## config.mk

```make
export PLATFORM = sky130hd
export DESIGN_NAME = mem_port_arbiter_flat
export DESIGN_NICKNAME = d
export VERILOG_FILES = /design/src/rtl/mem_port_arbiter_if.sv /design/src/rtl/mem_port_arbiter.sv /design/src/flat_wrapper.sv
export SDC_FILE = /design/constraint.sdc
export NUM_CORES = 1
export LEC_CHECK = 0
export ABC_AREA = 1
export BUFFER_PORTS_ARGS = -buffer_cell sky130_fd_sc_hd__buf_2
export CAP_MARGIN = 15
export CORE_MARGIN = 10
export CORE_UTILIZATION = 38
export DETAILED_ROUTE_END_ITERATION = 7
export GPL_TIMING_DRIVEN = 0
export PLACE_DENSITY = 0.74
export SLEW_MARGIN = 20
export SYNTH_ARGS = -nofsm -noshare
export SYNTH_HDL_FRONTEND = slang
export SYNTH_SLANG_ARGS = --single-unit
```

## constraint.sdc

```tcl
create_clock -name clock -period 1.45 [get_ports clock]
set_input_delay 0.145 -clock clock [delete_from_list [all_inputs] [get_ports clock]]
set_output_delay 0.145 -clock clock [all_outputs]
set_load 0.01 [all_outputs]
```

## src/rtl/mem_port_arbiter_if.sv

```systemverilog
// Signal bundle between the CPU fetch/data paths, the memory port arbiter and the RAM.
// The arbiter connects through the slave modport; the CPU/RAM side uses master.
interface mem_port_arbiter_if #(
    parameter int unsigned ADDR_W = 32,
    parameter int unsigned DATA_W = 32
);
    logic              if_req;
    logic [ADDR_W-1:0] if_addr;
    logic              if_gnt;
    logic              if_rvalid;
    logic [DATA_W-1:0] if_rdata;

    logic              d_req;
    logic              d_we;
    logic [ADDR_W-1:0] d_addr;
    logic [DATA_W-1:0] d_wdata;
    logic              d_gnt;
    logic              d_rvalid;
    logic [DATA_W-1:0] d_rdata;

    logic              mem_en;
    logic              mem_we;
    logic [ADDR_W-1:0] mem_addr;
    logic [DATA_W-1:0] mem_wdata;
    logic [DATA_W-1:0] mem_rdata;

    logic              cpu_stall;

    modport master (
        output if_req, if_addr, d_req, d_we, d_addr, d_wdata, mem_rdata,
        input  if_gnt, if_rvalid, if_rdata, d_gnt, d_rvalid, d_rdata,
               mem_en, mem_we, mem_addr, mem_wdata, cpu_stall
    );

    modport slave (
        input  if_req, if_addr, d_req, d_we, d_addr, d_wdata, mem_rdata,
        output if_gnt, if_rvalid, if_rdata, d_gnt, d_rvalid, d_rdata,
               mem_en, mem_we, mem_addr, mem_wdata, cpu_stall
    );
endinterface

```

## src/rtl/mem_port_arbiter.sv

```systemverilog
// Round-robin arbiter sharing one single-ported RAM between instruction fetch and
// load/store, with fixed-latency sequencing, read-data routing and CPU stall.
module mem_port_arbiter #(
    parameter int unsigned ADDR_W  = 32,
    parameter int unsigned DATA_W  = 32,
    parameter int unsigned MEM_LAT = 1
) (
    input  logic              clock,
    input  logic              reset,
    mem_port_arbiter_if.slave bus
);
    localparam int unsigned      CNT_W    = 4;
    localparam logic [CNT_W-1:0] LAT_CNT  = CNT_W'(MEM_LAT);
    localparam logic [CNT_W-1:0] CNT_LAST = CNT_W'(1);

    typedef enum logic { FREE = 1'b0, BUSY = 1'b1 } state_t;
    typedef enum logic { OWN_IF = 1'b0, OWN_D = 1'b1 } owner_t;

    state_t            state, state_nxt;
    owner_t            owner, owner_nxt;
    owner_t            last_owner, last_owner_nxt;
    logic [CNT_W-1:0]  cnt, cnt_nxt;
    logic [ADDR_W-1:0] addr_q, addr_nxt;
    logic [DATA_W-1:0] wdata_q, wdata_nxt;
    logic              done;
    logic              slot;
    logic              grant_if;
    logic              grant_d;
    logic              if_rvalid;
    logic              d_rvalid;

    // State register; addr_q/wdata_q keep the RAM address/data stable between grants.
    always_ff @(posedge clock) begin
        if (reset) begin
            state      <= FREE;
            owner      <= OWN_D;
            last_owner <= OWN_D;
            cnt        <= '0;
            addr_q     <= '0;
            wdata_q    <= '0;
        end else begin
            state      <= state_nxt;
            owner      <= owner_nxt;
            last_owner <= last_owner_nxt;
            cnt        <= cnt_nxt;
            addr_q     <= addr_nxt;
            wdata_q    <= wdata_nxt;
        end
    end

    // Grant slots open when idle or in the completion cycle, giving back-to-back issue.
    always_comb begin
        state_nxt      = state;
        owner_nxt      = owner;
        last_owner_nxt = last_owner;
        cnt_nxt        = cnt;
        addr_nxt       = addr_q;
        wdata_nxt      = wdata_q;
        grant_if       = 1'b0;
        grant_d        = 1'b0;

        done = !reset && (state == BUSY) && (cnt == CNT_LAST);
        slot = !reset && ((state == FREE) || done);

        if (slot) begin
            if (bus.if_req && (!bus.d_req || (last_owner == OWN_D))) begin
                grant_if = 1'b1;
            end else if (bus.d_req) begin
                grant_d = 1'b1;
            end
        end

        if (state == BUSY) begin
            cnt_nxt = cnt - CNT_LAST;
            if (cnt == CNT_LAST) begin
                state_nxt = FREE;
            end
        end

        if (grant_if || grant_d) begin
            state_nxt      = BUSY;
            cnt_nxt        = LAT_CNT;
            owner_nxt      = grant_d ? OWN_D : OWN_IF;
            last_owner_nxt = grant_d ? OWN_D : OWN_IF;
            addr_nxt       = grant_d ? bus.d_addr : bus.if_addr;
            wdata_nxt      = grant_d ? bus.d_wdata : '0;
        end

        if_rvalid = done && (owner == OWN_IF);
        d_rvalid  = done && (owner == OWN_D);

        bus.if_gnt    = grant_if;
        bus.d_gnt     = grant_d;
        bus.if_rvalid = if_rvalid;
        bus.d_rvalid  = d_rvalid;
        bus.if_rdata  = bus.mem_rdata;
        bus.d_rdata   = bus.mem_rdata;
        bus.mem_en    = grant_if || grant_d;
        bus.mem_we    = grant_d && bus.d_we;
        bus.mem_addr  = addr_nxt;
        bus.mem_wdata = wdata_nxt;
        bus.cpu_stall = (bus.if_req && !if_rvalid) || (bus.d_req && !d_rvalid)
                        || ((state == BUSY) && (cnt != CNT_LAST));
    end
endmodule

```

## src/flat_wrapper.sv

```systemverilog
// flat-port wrapper written by rule: the top's interface ports become plain ports
module mem_port_arbiter_flat 
#(
    parameter int unsigned ADDR_W  = 32,
    parameter int unsigned DATA_W  = 32,
    parameter int unsigned MEM_LAT = 1
)
  (clock, reset, bus_if_req, bus_if_addr, bus_d_req, bus_d_we, bus_d_addr, bus_d_wdata, bus_mem_rdata, bus_if_gnt, bus_if_rvalid, bus_if_rdata, bus_d_gnt, bus_d_rvalid, bus_d_rdata, bus_mem_en, bus_mem_we, bus_mem_addr, bus_mem_wdata, bus_cpu_stall);
  mem_port_arbiter_if #(.ADDR_W(ADDR_W), .DATA_W(DATA_W)) bus_i ();
  input  logic clock;
  input  logic reset;
  input wire logic [$bits(bus_i.if_req)-1:0] bus_if_req;
  input wire logic [$bits(bus_i.if_addr)-1:0] bus_if_addr;
  input wire logic [$bits(bus_i.d_req)-1:0] bus_d_req;
  input wire logic [$bits(bus_i.d_we)-1:0] bus_d_we;
  input wire logic [$bits(bus_i.d_addr)-1:0] bus_d_addr;
  input wire logic [$bits(bus_i.d_wdata)-1:0] bus_d_wdata;
  input wire logic [$bits(bus_i.mem_rdata)-1:0] bus_mem_rdata;
  output wire logic [$bits(bus_i.if_gnt)-1:0] bus_if_gnt;
  output wire logic [$bits(bus_i.if_rvalid)-1:0] bus_if_rvalid;
  output wire logic [$bits(bus_i.if_rdata)-1:0] bus_if_rdata;
  output wire logic [$bits(bus_i.d_gnt)-1:0] bus_d_gnt;
  output wire logic [$bits(bus_i.d_rvalid)-1:0] bus_d_rvalid;
  output wire logic [$bits(bus_i.d_rdata)-1:0] bus_d_rdata;
  output wire logic [$bits(bus_i.mem_en)-1:0] bus_mem_en;
  output wire logic [$bits(bus_i.mem_we)-1:0] bus_mem_we;
  output wire logic [$bits(bus_i.mem_addr)-1:0] bus_mem_addr;
  output wire logic [$bits(bus_i.mem_wdata)-1:0] bus_mem_wdata;
  output wire logic [$bits(bus_i.cpu_stall)-1:0] bus_cpu_stall;
  assign bus_i.if_req = bus_if_req;
  assign bus_i.if_addr = bus_if_addr;
  assign bus_i.d_req = bus_d_req;
  assign bus_i.d_we = bus_d_we;
  assign bus_i.d_addr = bus_d_addr;
  assign bus_i.d_wdata = bus_d_wdata;
  assign bus_i.mem_rdata = bus_mem_rdata;
  assign bus_if_gnt = bus_i.if_gnt;
  assign bus_if_rvalid = bus_i.if_rvalid;
  assign bus_if_rdata = bus_i.if_rdata;
  assign bus_d_gnt = bus_i.d_gnt;
  assign bus_d_rvalid = bus_i.d_rvalid;
  assign bus_d_rdata = bus_i.d_rdata;
  assign bus_mem_en = bus_i.mem_en;
  assign bus_mem_we = bus_i.mem_we;
  assign bus_mem_addr = bus_i.mem_addr;
  assign bus_mem_wdata = bus_i.mem_wdata;
  assign bus_cpu_stall = bus_i.cpu_stall;
  mem_port_arbiter #(.ADDR_W(ADDR_W), .DATA_W(DATA_W), .MEM_LAT(MEM_LAT)) u_core (.clock(clock), .reset(reset), .bus(bus_i));
endmodule
```

==> results by group <==
Power and ir drop
  • Switch Pwr: 0.001846 W
  • Pwr Density: 884.9 mW/mm²
  • LEAKAGE: 3.600 nW
  • Seq pwr share: a little under two fifths
  • Internal cell power: about 0.0039 W
  • Peak VDD IR: 0.5214 mV
  • Sw frac: 32.36%
  • Clock share of power: 28.0%
  • Logic pwr share: 35.0%

Timing
  • RSZ-0062 raised after global routing: yes
  • Final setup margin: -0.5649 ns
  • Minimum clock period: 2.015 ns
  • Final hold vios: 0
  • Slew @ Worst Pin: 0.6496 ns
  • Setup TNS: -38.70 ns
  • F_max: 496.3 MHz
  • Hold Slack: 0.07359 ns
  • Max_slew headroom: 56.70%
  • Layout Skew: around 0.0076 ns
  • Post-route clock period utilization: 139.0%
  • Final Setup Violations: 133
  • Fin. max-slew vios: 0

GRT
  • Initial antenna violation count: 1
  • All-layer global routing usage: 18.06%
  • Number of global-route vias before repair: 4571
  • First-pass GRT wire length: 22.34 mm
  • Largest net degree at the start of global routing: 13
  • GRT overflow: 0

Synthesis
  • Syn nets: 731
  • Share of the synthesized area in the top cell type: a little over a third
  • Yosys top cell by area: dfxtp_1
  • Post-synth EDFFs: 0
  • Synth unique cells: 26
  • Post-synthesis cell count: roughly 600
  • Mapped Area: around 0.0040 mm²
  • Flops & latches, synth: 70
  • Post-synthesis async set-or-reset flop share: 0%
  • Synth cell count leaders: nand2_1 (165), inv_1 (72), buf_4 (70), dfxtp_1 (70), a21oi_1 (67)
  • YS warnings: 0
  • Synth area leaders: dfxtp_1 (35%), nand2_1 (16%), buf_4 (13%), a21oi_1 (8.4%), nand3_1 (8.0%)
  • Count leader, synth: nand2_1
  • Syn avg cell area: between 6 and 7 µm²
  • Sequential area share after synthesis: 35.13%
  • Commonest register cell after synthesis: dfxtp_1

Route
  • Drt drc: 0
  • Wire length per cell: 14.38 µm
  • ANT nets after route: 0
  • DR vias/cell: 4.597
  • Initial DRC count: between 150 and 200
  • First-pass DRT Iterations: 4
  • Final wirelength: about 14 mm
  • Via count: 4620

Clock network
  • Cts hold-fix bufs: 0
  • # H-tree levels: 3
  • CTS tree: done
  • Number of CTS-inserted buffers: 9
  • Reg clk slew, reported paths: 0.08 ns
  • Clock tree sinks: 70
  • Clk_lat worst skew: 0.34 ns
  • Clk buf depth: 2
  • Root buffer cell: clkbuf_8

Finish
  • Nets@finish: 999
  • P&R area growth vs syn: 61.57%
  • Antenna Diode Count: 0
  • Reg area: 0.001413 mm²
  • Share of layout cells above drive strength 1: 54.66%
  • Post-Layout Inst Area: 0.006445 mm²
  • Fill cells: 992
  • Fin cells: 1005
  • Area of the multi-input gates: 0.002047 mm²

Floorplan
  • Die Ht: 122.5 µm
  • Die area: 0.01500 mm²
  • Initial Utilization: approximately 39%
  • I/O pins: 268
  • Die Wd: ~120 µm
  • Standard-cell row count: 37
  • Core ar.: between 0.01 and 0.015 mm²

Critical path
  • Crit path arrival time: 1.87 ns
  • Startpoint Class: flip-flop
  • WP data required: approximately 1.3 ns
  • Crit path capture type: output pin
  • Setup crit start: u_core.cnt[1]
  • Crit path max fanout: 10
  • Critical path class: flip-flop to output pin
  • Critical R2R Launch: u_core.cnt[1]

Min path
  • HP Start: bus_d_wdata[24]
  • Hold Crit Class: input port to flip-flop

Placement
  • Worst slack, placed: -0.4001 ns
  • Post-Place Cells: 967
  • DPL Wire Length: 10.83 mm
  • Post-DP Area: 0.005537 mm²
  • Placer Congestion: 0.8156
  • Port bufs: between 200 and 250

Outcome
  • Failing checks: negative setup slack
  • Status: complete, but fails checks

Run
  • Max_cap viols: 0
worst paths after layout:
path | endpoint | slack, ns | cells after the start
setup / recovery | bus_mem_addr[1] | -0.56 | 10
hold / removal | u_core.wdata_q[24] | 0.07 | 3
setup reg to reg | u_core.cnt[0] | -0.17 | 11
hold reg to reg | u_core.wdata_q[22] | 0.47 | 2
worst max-delay path, cell delays in order, from the launching register on:
cell and delay, ns:
dfxtp_2 0.34, inv_2 0.05, ha_4 0.16, nand2_4 0.08, nand2_8 0.07, nand3_4 0.16
buf_8 0.18, buf_8 0.15, nand3_1 0.12, nand2_1 0.08, buf_2 0.15
repair_timing:
item                                    in CTS  in global routing
gates resized for setup                     83                 44
setup buffers                               20                  3
endpoints found under the setup margin     141                136
pin swaps                                   13                  7
cloned                                       3                  0
state kept, by name, indices dropped and copies added, names as in the netlist:
| name | cells |
|---|---|
| u_core.cnt | 4 |
| u_core.wdata_q | 32 |
| u_core.owner | 1 |
| u_core.state | 1 |
| u_core.addr_q | 32 |
power groups by stage:
stage | clock network [W] | logic (W) | registers [W]
after CTS | 0.00164 | 0.00194 | 0.00211
final | 0.00160 | 0.00200 | 0.00211
after global routing | 0.00173 | 0.00219 | 0.00212
after floorplan | 0 | 0.00101 | 0.00213
after global placement | 0 | 0.00160 | 0.00214
after detailed placement | 0 | 0.00161 | 0.00214
per-layer routing:
metal / vias up / routed length, µm / GRT usage, %
li1: 2389 / - / -
met3: 17 / 1671 / 7.530
met2: 179 / 7051 / 31.76
met4: 2 / 185 / 4.566
met1: 2033 / 5537 / 19.68
met5: - / 7 / 0
cell type report:
type                       count  share of cell area (%)
tap                          136                   2.640
inverter                      75                   4.562
buffer                        99                   12.29
clock buffer                  10                   2.136
timing repair buffer         258                   23.74
multi-input combinational    351                   31.76
sequential                    70                   21.92
clock inverter                 6                  0.9513
placed cells by master (no fill, tap or decap), drive strengths merged:
cell type / Yosys / routed
a21boi: 1 / 1
a21oi: 68 / 68
buf: 83 / 340
bufbuf: 0 / 1
bufinv: 0 / 1
clkbuf: 17 / 26
clkinv: 0 / 4
clkinvlp: 0 / 1
dfxtp: 70 / 70
ha: 2 / 2
inv: 75 / 75
nand2: 167 / 167
nand3: 66 / 66
nand4: 33 / 33
nor2: 5 / 5
nor4: 1 / 1
o211ai: 2 / 2
o21ai: 2 / 2
or2: 2 / 2
xnor2: 1 / 1
xor2: 1 / 1
kinds of logic after synthesis:
logic type | after synthesis | share of synthesized area, %
buffers and inverters | 175 | 23.56
XOR/XNOR | 2 | 0.4392
AND/OR/NAND/NOR | 274 | 30.80
flip-flops | 70 | 35.13
adder cells (fa/ha/maj) | 2 | 0.6273
AO/OA/AOI/OAI | 73 | 9.442
per-stage QoR:
step,power (W),util [%]
floorplan,0.003141,-
detailed placement,0.003752,53.87
global placement,0.003736,53.87
global route,0.006048,62.71
finish,0.005703,62.71
CTS,0.005686,61.46
Note: power is estimated with default switching activity, not from simulation.
